==> src/rtl/usb_slave_ep_regfile.sv <==
// Host register bank for the four USB slave endpoints: per-endpoint control
// registers driven to the endpoint mux, read-only views of the mux status and
// trans-type registers, READY auto-clear, and a maskable done/NAK interrupt.
module usb_slave_ep_regfile #(
  parameter logic [4:0] CTRL_RST     = 5'h00,
  parameter logic [7:0] INT_MASK_RST = 8'h00
) (
  input  logic       clk,
  input  logic       rst,
  input  logic       bus_stb,
  input  logic       bus_we,
  input  logic [4:0] bus_addr,
  input  logic [7:0] bus_wdata,
  output logic [7:0] bus_rdata,
  output logic       bus_ack,
  output logic [4:0] ep0_ctrl,
  output logic [4:0] ep1_ctrl,
  output logic [4:0] ep2_ctrl,
  output logic [4:0] ep3_ctrl,
  input  logic [7:0] ep0_status,
  input  logic [7:0] ep1_status,
  input  logic [7:0] ep2_status,
  input  logic [7:0] ep3_status,
  input  logic [1:0] ep0_tt,
  input  logic [1:0] ep1_tt,
  input  logic [1:0] ep2_tt,
  input  logic [1:0] ep3_tt,
  input  logic [1:0] ep0_nak_tt,
  input  logic [1:0] ep1_nak_tt,
  input  logic [1:0] ep2_nak_tt,
  input  logic [1:0] ep3_nak_tt,
  input  logic       clr_ep0_rdy,
  input  logic       clr_ep1_rdy,
  input  logic       clr_ep2_rdy,
  input  logic       clr_ep3_rdy,
  output logic       irq
);

  typedef enum logic {IDLE = 1'b0, ACK = 1'b1} state_t;

  state_t     state_q, state_d;
  logic       access;
  logic       wr;

  logic [4:0] ctrl_q [4];
  logic [4:0] ctrl_d [4];
  logic [7:0] status [4];
  logic [3:0] tt     [4];

  logic [3:0] clr_in, clr_prev_q, clr_evt;
  logic [3:0] nak_in, nak_prev_q, nak_evt;

  logic [7:0] stat_q, stat_d;
  logic [7:0] mask_q, mask_d;
  logic [7:0] w1c;
  logic [7:0] rd_mux;
  logic [7:0] rdata_q, rdata_d;
  logic       irq_q;

  assign status[0] = ep0_status;
  assign status[1] = ep1_status;
  assign status[2] = ep2_status;
  assign status[3] = ep3_status;
  assign tt[0]     = {ep0_nak_tt, ep0_tt};
  assign tt[1]     = {ep1_nak_tt, ep1_tt};
  assign tt[2]     = {ep2_nak_tt, ep2_tt};
  assign tt[3]     = {ep3_nak_tt, ep3_tt};

  assign clr_in  = {clr_ep3_rdy, clr_ep2_rdy, clr_ep1_rdy, clr_ep0_rdy};
  assign nak_in  = {ep3_status[4], ep2_status[4], ep1_status[4], ep0_status[4]};
  // Only rising edges count, so a mux that holds clr high clears READY once.
  assign clr_evt = clr_in & ~clr_prev_q;
  assign nak_evt = nak_in & ~nak_prev_q;

  // Handshake FSM: an access is taken in IDLE and acknowledged in ACK.
  always_comb begin
    state_d = state_q;
    access  = 1'b0;
    case (state_q)
      IDLE: if (bus_stb) begin
        access  = 1'b1;
        state_d = ACK;
      end
      ACK:  state_d = IDLE;
      default: state_d = IDLE;
    endcase
  end

  assign wr = access & bus_we;

  // Register next-state: host writes, hardware READY clear, sticky interrupt status.
  always_comb begin
    for (int n = 0; n < 4; n++) begin
      ctrl_d[n] = ctrl_q[n];
      if (wr && bus_addr == {1'b0, 2'(n), 2'b00}) ctrl_d[n] = bus_wdata[4:0];
      if (clr_evt[n]) ctrl_d[n][1] = 1'b0;
    end
    w1c    = (wr && bus_addr == 5'h10) ? bus_wdata : 8'h00;
    stat_d = (stat_q & ~w1c) | {nak_evt, clr_evt};
    mask_d = (wr && bus_addr == 5'h11) ? bus_wdata : mask_q;
  end

  // Read decode; INT_STAT is read before this cycle's events land.
  always_comb begin
    rd_mux = 8'h00;
    if (!bus_addr[4]) begin
      case (bus_addr[1:0])
        2'd0:    rd_mux = {3'b000, ctrl_q[bus_addr[3:2]]};
        2'd1:    rd_mux = status[bus_addr[3:2]];
        2'd2:    rd_mux = {4'b0000, tt[bus_addr[3:2]]};
        default: rd_mux = 8'h00;
      endcase
    end else if (bus_addr == 5'h10) begin
      rd_mux = stat_q;
    end else if (bus_addr == 5'h11) begin
      rd_mux = mask_q;
    end
    rdata_d = (access && !bus_we) ? rd_mux : 8'h00;
  end

  // State, registers, edge-detect history and irq; reset aborts any access in flight.
  always_ff @(posedge clk) begin
    if (rst) begin
      state_q    <= IDLE;
      for (int n = 0; n < 4; n++) ctrl_q[n] <= CTRL_RST;
      stat_q     <= 8'h00;
      mask_q     <= INT_MASK_RST;
      clr_prev_q <= 4'h0;
      nak_prev_q <= 4'h0;
      rdata_q    <= 8'h00;
      irq_q      <= 1'b0;
    end else begin
      state_q    <= state_d;
      for (int n = 0; n < 4; n++) ctrl_q[n] <= ctrl_d[n];
      stat_q     <= stat_d;
      mask_q     <= mask_d;
      clr_prev_q <= clr_in;
      nak_prev_q <= nak_in;
      rdata_q    <= rdata_d;
      irq_q      <= |(stat_q & mask_q);
    end
  end

  assign bus_ack   = (state_q == ACK);
  assign bus_rdata = rdata_q;
  assign irq       = irq_q;
  assign ep0_ctrl  = ctrl_q[0];
  assign ep1_ctrl  = ctrl_q[1];
  assign ep2_ctrl  = ctrl_q[2];
  assign ep3_ctrl  = ctrl_q[3];

endmodule

==> config.mk <==
export PLATFORM = sky130hd
export DESIGN_NAME = usb_slave_ep_regfile
export DESIGN_NICKNAME = d
export VERILOG_FILES = /design/src/rtl/usb_slave_ep_regfile.sv
export SDC_FILE = /design/constraint.sdc
export NUM_CORES = 1
export LEC_CHECK = 0
export CORE_ASPECT_RATIO = 1.1
export CORE_MARGIN = 3
export CORE_UTILIZATION = 48
export DETAILED_ROUTE_END_ITERATION = 12
export HOLD_SLACK_MARGIN = 0.15
export PLACE_DENSITY = 0.86
export SLEW_MARGIN = 30
export SYNTH_ARGS = -nofsm -noshare
export SYNTH_HDL_FRONTEND = slang
export SYNTH_SLANG_ARGS = --single-unit
==> constraint.sdc <==
create_clock -name clk -period 3.5 [get_ports clk]
set_input_delay 0.35 -clock clk [delete_from_list [all_inputs] [get_ports clk]]
set_output_delay 0.35 -clock clk [all_outputs]
set_load 0.02 [all_outputs]
==> metrics.cfg, run 1 <==
[outcome]
status=finished, final reports clean

[drt]
wl_um=7310
drc=0
ant_nets=0
vias=2360
drtIter0Drc=144
dr.pass1.iters=4
routed_via_density=5.61
avgRoutedWirePerCell_um=17.4

[worst_setup_path]
required_ns=3.69
crit_path_start_kind=input port
crit_path_end_kind=flip-flop
path_class=in2reg
cp_max_fo=17
crit_arrival_ns=2.53

[cts]
cts_sinks=54
cts_tree=built
ctsLongestPathBuffers=2
cts.htree.levels=2
post_cts_buffers=0
clk_pin_slew_ns=0.10
hold_buffers=0
numCtsBuffers=5
clock_latency_ns=0.31
root_buffer=clkbuf_8
cts_resized=0

[yosys]
ys_warn_count=0
synth.distinct_cells=31
synth.most_common_cell=dfxtp_1
synth_ff_type=dfxtp_1
ys_seq_area_frac=0.405
syn_inst=257
synth_edf_count=0
synth_fp_nets=326
syn-cell-area_um2=2670
synthArstFlopShare=0
ys_ff_latch=54
synth_area_leaders=dfxtp_1 41%, mux2i_1 12%, mux4_1 6.9%
synth_top_area_frac=0.405
synth_top_cell_by_area=dfxtp_1
syn_area_per_cell_um2=10.4
ys_top_cells_by_count=54 x dfxtp_1, 36 x nor2_1, 31 x mux2i_1, 18 x a21oi_1, 16 x nand2_1

[floorplanning]
ios=99
die_h_um=84.2
dieArea_um2=6490
core-area_um2=5200
rows=27
start_util=0.513
die_w_um=77.1

[power]
p_clk_frac=0.304
seq_power_share=0.530
p_sw_frac=0.245
p_switching_uw=296
powerDensity_nw_per_um2=321
p_leak_uw=0.00150
p_int_uw=910
combPwrFrac=0.166
peakVddDrop_mv=0.284

[timing]
finalMaxSlewViolations=0
worstMarginPinSlew_ns=0.846
setup_violations=0
rsz0062_at_grt=false
slew_headroom=0.434
fmax_mhz=428
final_hold_viol_count=0
fin_crit_sh=0.668
period_needed_ns=2.34
fin_setup_tns_ns=0
setup_ws_ns=1.16
clock_skew_ns=0.00517

[flow_run]
maxCapViolCount=0

[placement]
dpl.cell_count=413
dpl.hpwl_um=5540
place_ws_ns=0.807
gp_congestion=0.842
portBuffers=98

[final_layout]
nNetsFinal=417
instances_no_fill=421
areaGrowthSynthToFinish_pct=40.8
final_util=0.722
drive_gt1_frac=0.0917
antenna_cells=0
fillers=395

[grt]
grt_pass1_wl_um=12000
antenna_found_initial=0
grt_max_degree=48
track_usage=0.230
grt_remaining_overflow=0
grt_pass1_vias=2417

[hold_path]
hold_class=reg2reg

[sequential cells by signal, summed over array words and instances (netlist names)]
signal,flops
ctrl_q,20
bus_rdata,8
mask_q,8
stat_q,8
clr_prev_q,4
nak_prev_q,4
bus_ack,1
irq,1
[power groups by stage]
stage / clock, uW / sequential, uW / combinational, uW
after global placement: 0 / 652 / 197
after detailed placement: 0 / 653 / 199
after floorplan: 0 / 653 / 93.9
final: 367 / 639 / 200
after global routing: 395 / 641 / 215
after CTS: 371 / 638 / 201
[path summary, 6_finish.rpt]
| kind | endpoint | slack [ns] | cells after the start | start |
|---|---|---|---|---|
| hold / removal | stat_q[0] | 0.50 | 2 | stat_q[0] |
| hold reg to reg | stat_q[0] | 0.50 | 2 | stat_q[0] |
| setup / recovery | mask_q[7] | 1.16 | 5 | bus_addr[2] |
| setup reg to reg | ctrl_q[1][3] | 1.76 | 4 | bus_ack |
[cell families after synthesis]
logic type / synth area share
compound gates: 0.0878
buf+inv: 0.0408
flops: 0.405
mux: 0.278
simple gates: 0.188
[layout by cell type (no fill, tap or decap), types with 9 or more instances in the layout]
cell             count
mux2_2              10
nand2b_1             9
nand3_1              9
nand2_1             16
nor2b_1             12
clkdlybuf4s50_1     98
dfxtp_1             54
a21oi_1             18
mux2i_1             31
nor2_1              36
[critical path: stages]
cell and delay [ns]:
clkdlybuf4s50_1 0.85, or4b_4 0.82, nor2_8 0.21, mux2i_1 0.24, nor2_1 0.06
[per-layer routing]
metal / wire length, um / up-vias / GRT usage / share of wire
met5: 0 / - / 0 / 0
met4: 189 / 0 / 0.0777 / 0.026
met3: 515 / 16 / 0.0536 / 0.070
met2: 3590 / 101 / 0.390 / 0.49
met1: 3020 / 1124 / 0.289 / 0.41
li1: - / 1119 / - / -
[final cells by class]
class | count | area [um2] | area share
clock buffers | 6 | 82.6 | 0.0220
well taps | 72 | 90.1 | 0.0240
multi-input cells | 185 | 1480 | 0.393
flip-flops and latches | 54 | 1080 | 0.288
clock inverters | 2 | 12.5 | 0.00333
repair buffers | 102 | 1010 | 0.269
[stage by stage]
| step | total power [uW] | instance area (um2) | hold slack [ns] |
|---|---|---|---|
| final | 1210 | 3750 | 0.500 |
| after floorplan | 747 | 2670 | 0.447 |
| after CTS | 1210 | 3750 | 0.496 |
| after global placement | 850 | 3660 | 0.474 |
| after global routing | 1250 | 3750 | 0.523 |
| after detailed placement | 852 | 3660 | 0.483 |
Note: power is estimated with default switching activity, not from simulation.
==> run 2, diff against run 1 <==
--- a/config.mk
+++ b/config.mk
@@ -7,10 +7,10 @@
 export LEC_CHECK = 0
 export CORE_ASPECT_RATIO = 1.1
 export CORE_MARGIN = 3
-export CORE_UTILIZATION = 48
+export CORE_UTILIZATION = 40
 export DETAILED_ROUTE_END_ITERATION = 12
 export HOLD_SLACK_MARGIN = 0.15
-export PLACE_DENSITY = 0.86
+export PLACE_DENSITY = 0.76
 export SLEW_MARGIN = 30
 export SYNTH_ARGS = -nofsm -noshare
 export SYNTH_HDL_FRONTEND = slang
==> constraint.sdc (replaced) <==
create_clock -name clk -period 1.9 [get_ports clk]
set_input_delay 0.19 -clock clk [delete_from_list [all_inputs] [get_ports clk]]
set_output_delay 0.19 -clock clk [all_outputs]
set_load 0.02 [all_outputs]
==> run 2 against run 1 <==
Effect of this change:
- sequential power grew 85%
- wire length grew 12%
- register-to-register slack lost 1.5 ns
- highest routed layer unchanged
- power grew 96%
- critical endpoint is now bus_rdata[1]
==> metrics.cfg, run 2 (synthesis results as in run 1) <==
[outcome]
status=finished, final reports clean

[final_layout]
final_common_cell=clkdlybuf4s50_1
final_area_um2=3990  ; +6.3%
instances_no_fill=450  ; +6.9%
antenna_cells=0  ; unchanged
multi_input_area_um2=1480  ; +0.42%
largest_reg_flops=20  ; unchanged
areaGrowthSynthToFinish_pct=49.6
nNetsFinal=439  ; +5.3%
drive_gt1_frac=0.146  ; +0.0543
largest_register=ctrl_q
final_cell_mix=97 x clkdlybuf4s50_1, 54 x dfxtp_1, 36 x nor2_1
fillers=534  ; +35%
seqCellArea_um2=1080  ; unchanged

[cts]
clock_latency_ns=0.30  ; about the same
root_buffer=clkbuf_8
numCtsBuffers=5  ; unchanged
ctsLongestPathBuffers=2  ; unchanged
cts_sinks=54  ; unchanged
clk_pin_slew_ns=0.09  ; about the same
cts_tree=built
post_cts_buffers=0  ; unchanged
cts.htree.levels=2  ; unchanged

[worst_setup_path]
critPathBufInv=1  ; unchanged
r2r_slack_ns=0.30  ; -1.46 ns
max_stage_delay_ns=0.61  ; -0.24 ns
slowest_stage=clkdlybuf4s50_1
crit_path_start_kind=input port
crit_path_end_kind=flip-flop
required_ns=2.09  ; -1.60 ns
crit_arrival_ns=2.02  ; -0.51 ns
path_class=in2reg
critPathTopFamily=multiplexers
cp_max_fo=4  ; -13
worstPathCellList=clkdlybuf4s50_1 > mux4_1 > mux2_2 > a221oi_1 > nor2_1

[timing]
rsz0062_at_grt=false
setup_violations=0  ; unchanged
final_hold_viol_count=0  ; unchanged
finalMaxSlewViolations=0  ; unchanged
fin_crit_sh=0.965
fmax_mhz=545
period_needed_ns=1.83
clock_skew_ns=0.00315  ; -0.00201 ns
slew_headroom=0.657  ; +0.223
fin_setup_tns_ns=0  ; unchanged
setup_ws_ns=0.0662  ; -1.10 ns
worstMarginPinSlew_ns=0.507  ; -0.339 ns

[power]
powerDensity_nw_per_um2=592  ; +84%
power_uw=2360  ; +96%
peakVddDrop_mv=0.341  ; +20%
p_leak_uw=0.00163  ; +8.4%

[grt]
grt_pass1_vias=2541  ; +5.1%
grt_pass1_wl_um=13100  ; +9.7%
antenna_found_initial=0  ; unchanged
grt_remaining_overflow=0  ; unchanged
grt_max_degree=47  ; -2.1%
track_usage=0.214  ; -0.0165

[hold_path]
hold_class=in2reg

[drt]
avgRoutedWirePerCell_um=18.1  ; +4.4%
drc=0  ; unchanged
vias=2469  ; +4.6%
routed_via_density=5.49  ; -2.1%
drtIter0Drc=222  ; +54%
dr.pass1.iters=4  ; unchanged
ant_nets=0  ; unchanged
wl_um=8170  ; +12%

[floorplanning]
die_w_um=83.8  ; +8.8%
ios=99  ; unchanged
start_util=0.423  ; -0.0897
die_h_um=91.6  ; +8.9%
dieArea_um2=7680  ; +18%
rows=30  ; +11%
core-area_um2=6310  ; +21%

[placement]
gp_congestion=0.891  ; +5.8%
portBuffers=98  ; unchanged
dpl.cell_count=443  ; +7.3%
dpl.hpwl_um=6310  ; +14%
placed_area_um2=3870  ; +5.8%
place_ws_ns=-0.362  ; -1.17 ns

[flow_run]
maxCapViolCount=0  ; unchanged

==> run 2: cell types whose count changed in the layout (fill, tap and decap cells not counted), sizes merged <==
cell	before	now
bufinv	0	1
clkinv	1	0
buf	4	26
dlygate4sd2	0	1
clkinvlp	1	0
clkdlybuf4s50	98	97
==> run 2: timing repair <==
action	in CTS	in global routing
setup endpoints to repair	1	4
cloned	0	0
hold buffers	0	0
resized for setup	1	1
==> run 2: path summary, 6_finish.rpt <==
path,cells past startpoint,endpoint,from
worst min register to register,2,stat_q[3],stat_q[3]
worst max-delay path,5,bus_rdata[1],bus_addr[3]
worst min-delay path,2,clr_prev_q[0],clr_ep0_rdy
worst max register to register,4,bus_rdata[1],ctrl_q[3][1]
==> run 2: final cells by class <==
class,instances,area share
clock buffer,6,0.0207
clock inverter,1,0.00753
multi-input combinational,185,0.372
sequential,54,0.271
tap,80,0.0251
timing repair buffer,124,0.304
==> run 2: where the power goes <==
group | leakage (uW) | internal (uW) | total (uW) | switching (uW)
registers | 0.000440 | 1160 | 1180 | 18.5
clock network | 0.0000573 | 422 | 782 | 360
logic | 0.00113 | 244 | 403 | 159
total | 0.00163 | 1820 | 2360 | 538
==> run 2: metrics by stage <==
stage           util  hold slack [ns]
5_1_grt        0.633            0.473
3_5_place_dp   0.614            0.477
3_3_place_gp   0.614            0.475
2_1_floorplan      -            0.318
6_report       0.633            0.471
4_1_cts        0.632            0.471
==> run 2: routing by layer <==
| metal | up-vias | global-route usage | routed length [um] |
|---|---|---|---|
| met4 | 0 | 0.0536 | 114 |
| met2 | 90 | 0.365 | 4050 |
| met1 | 1200 | 0.274 | 3440 |
| met5 | - | 0 | 0 |
| met3 | 12 | 0.0476 | 560 |
| li1 | 1167 | - | - |
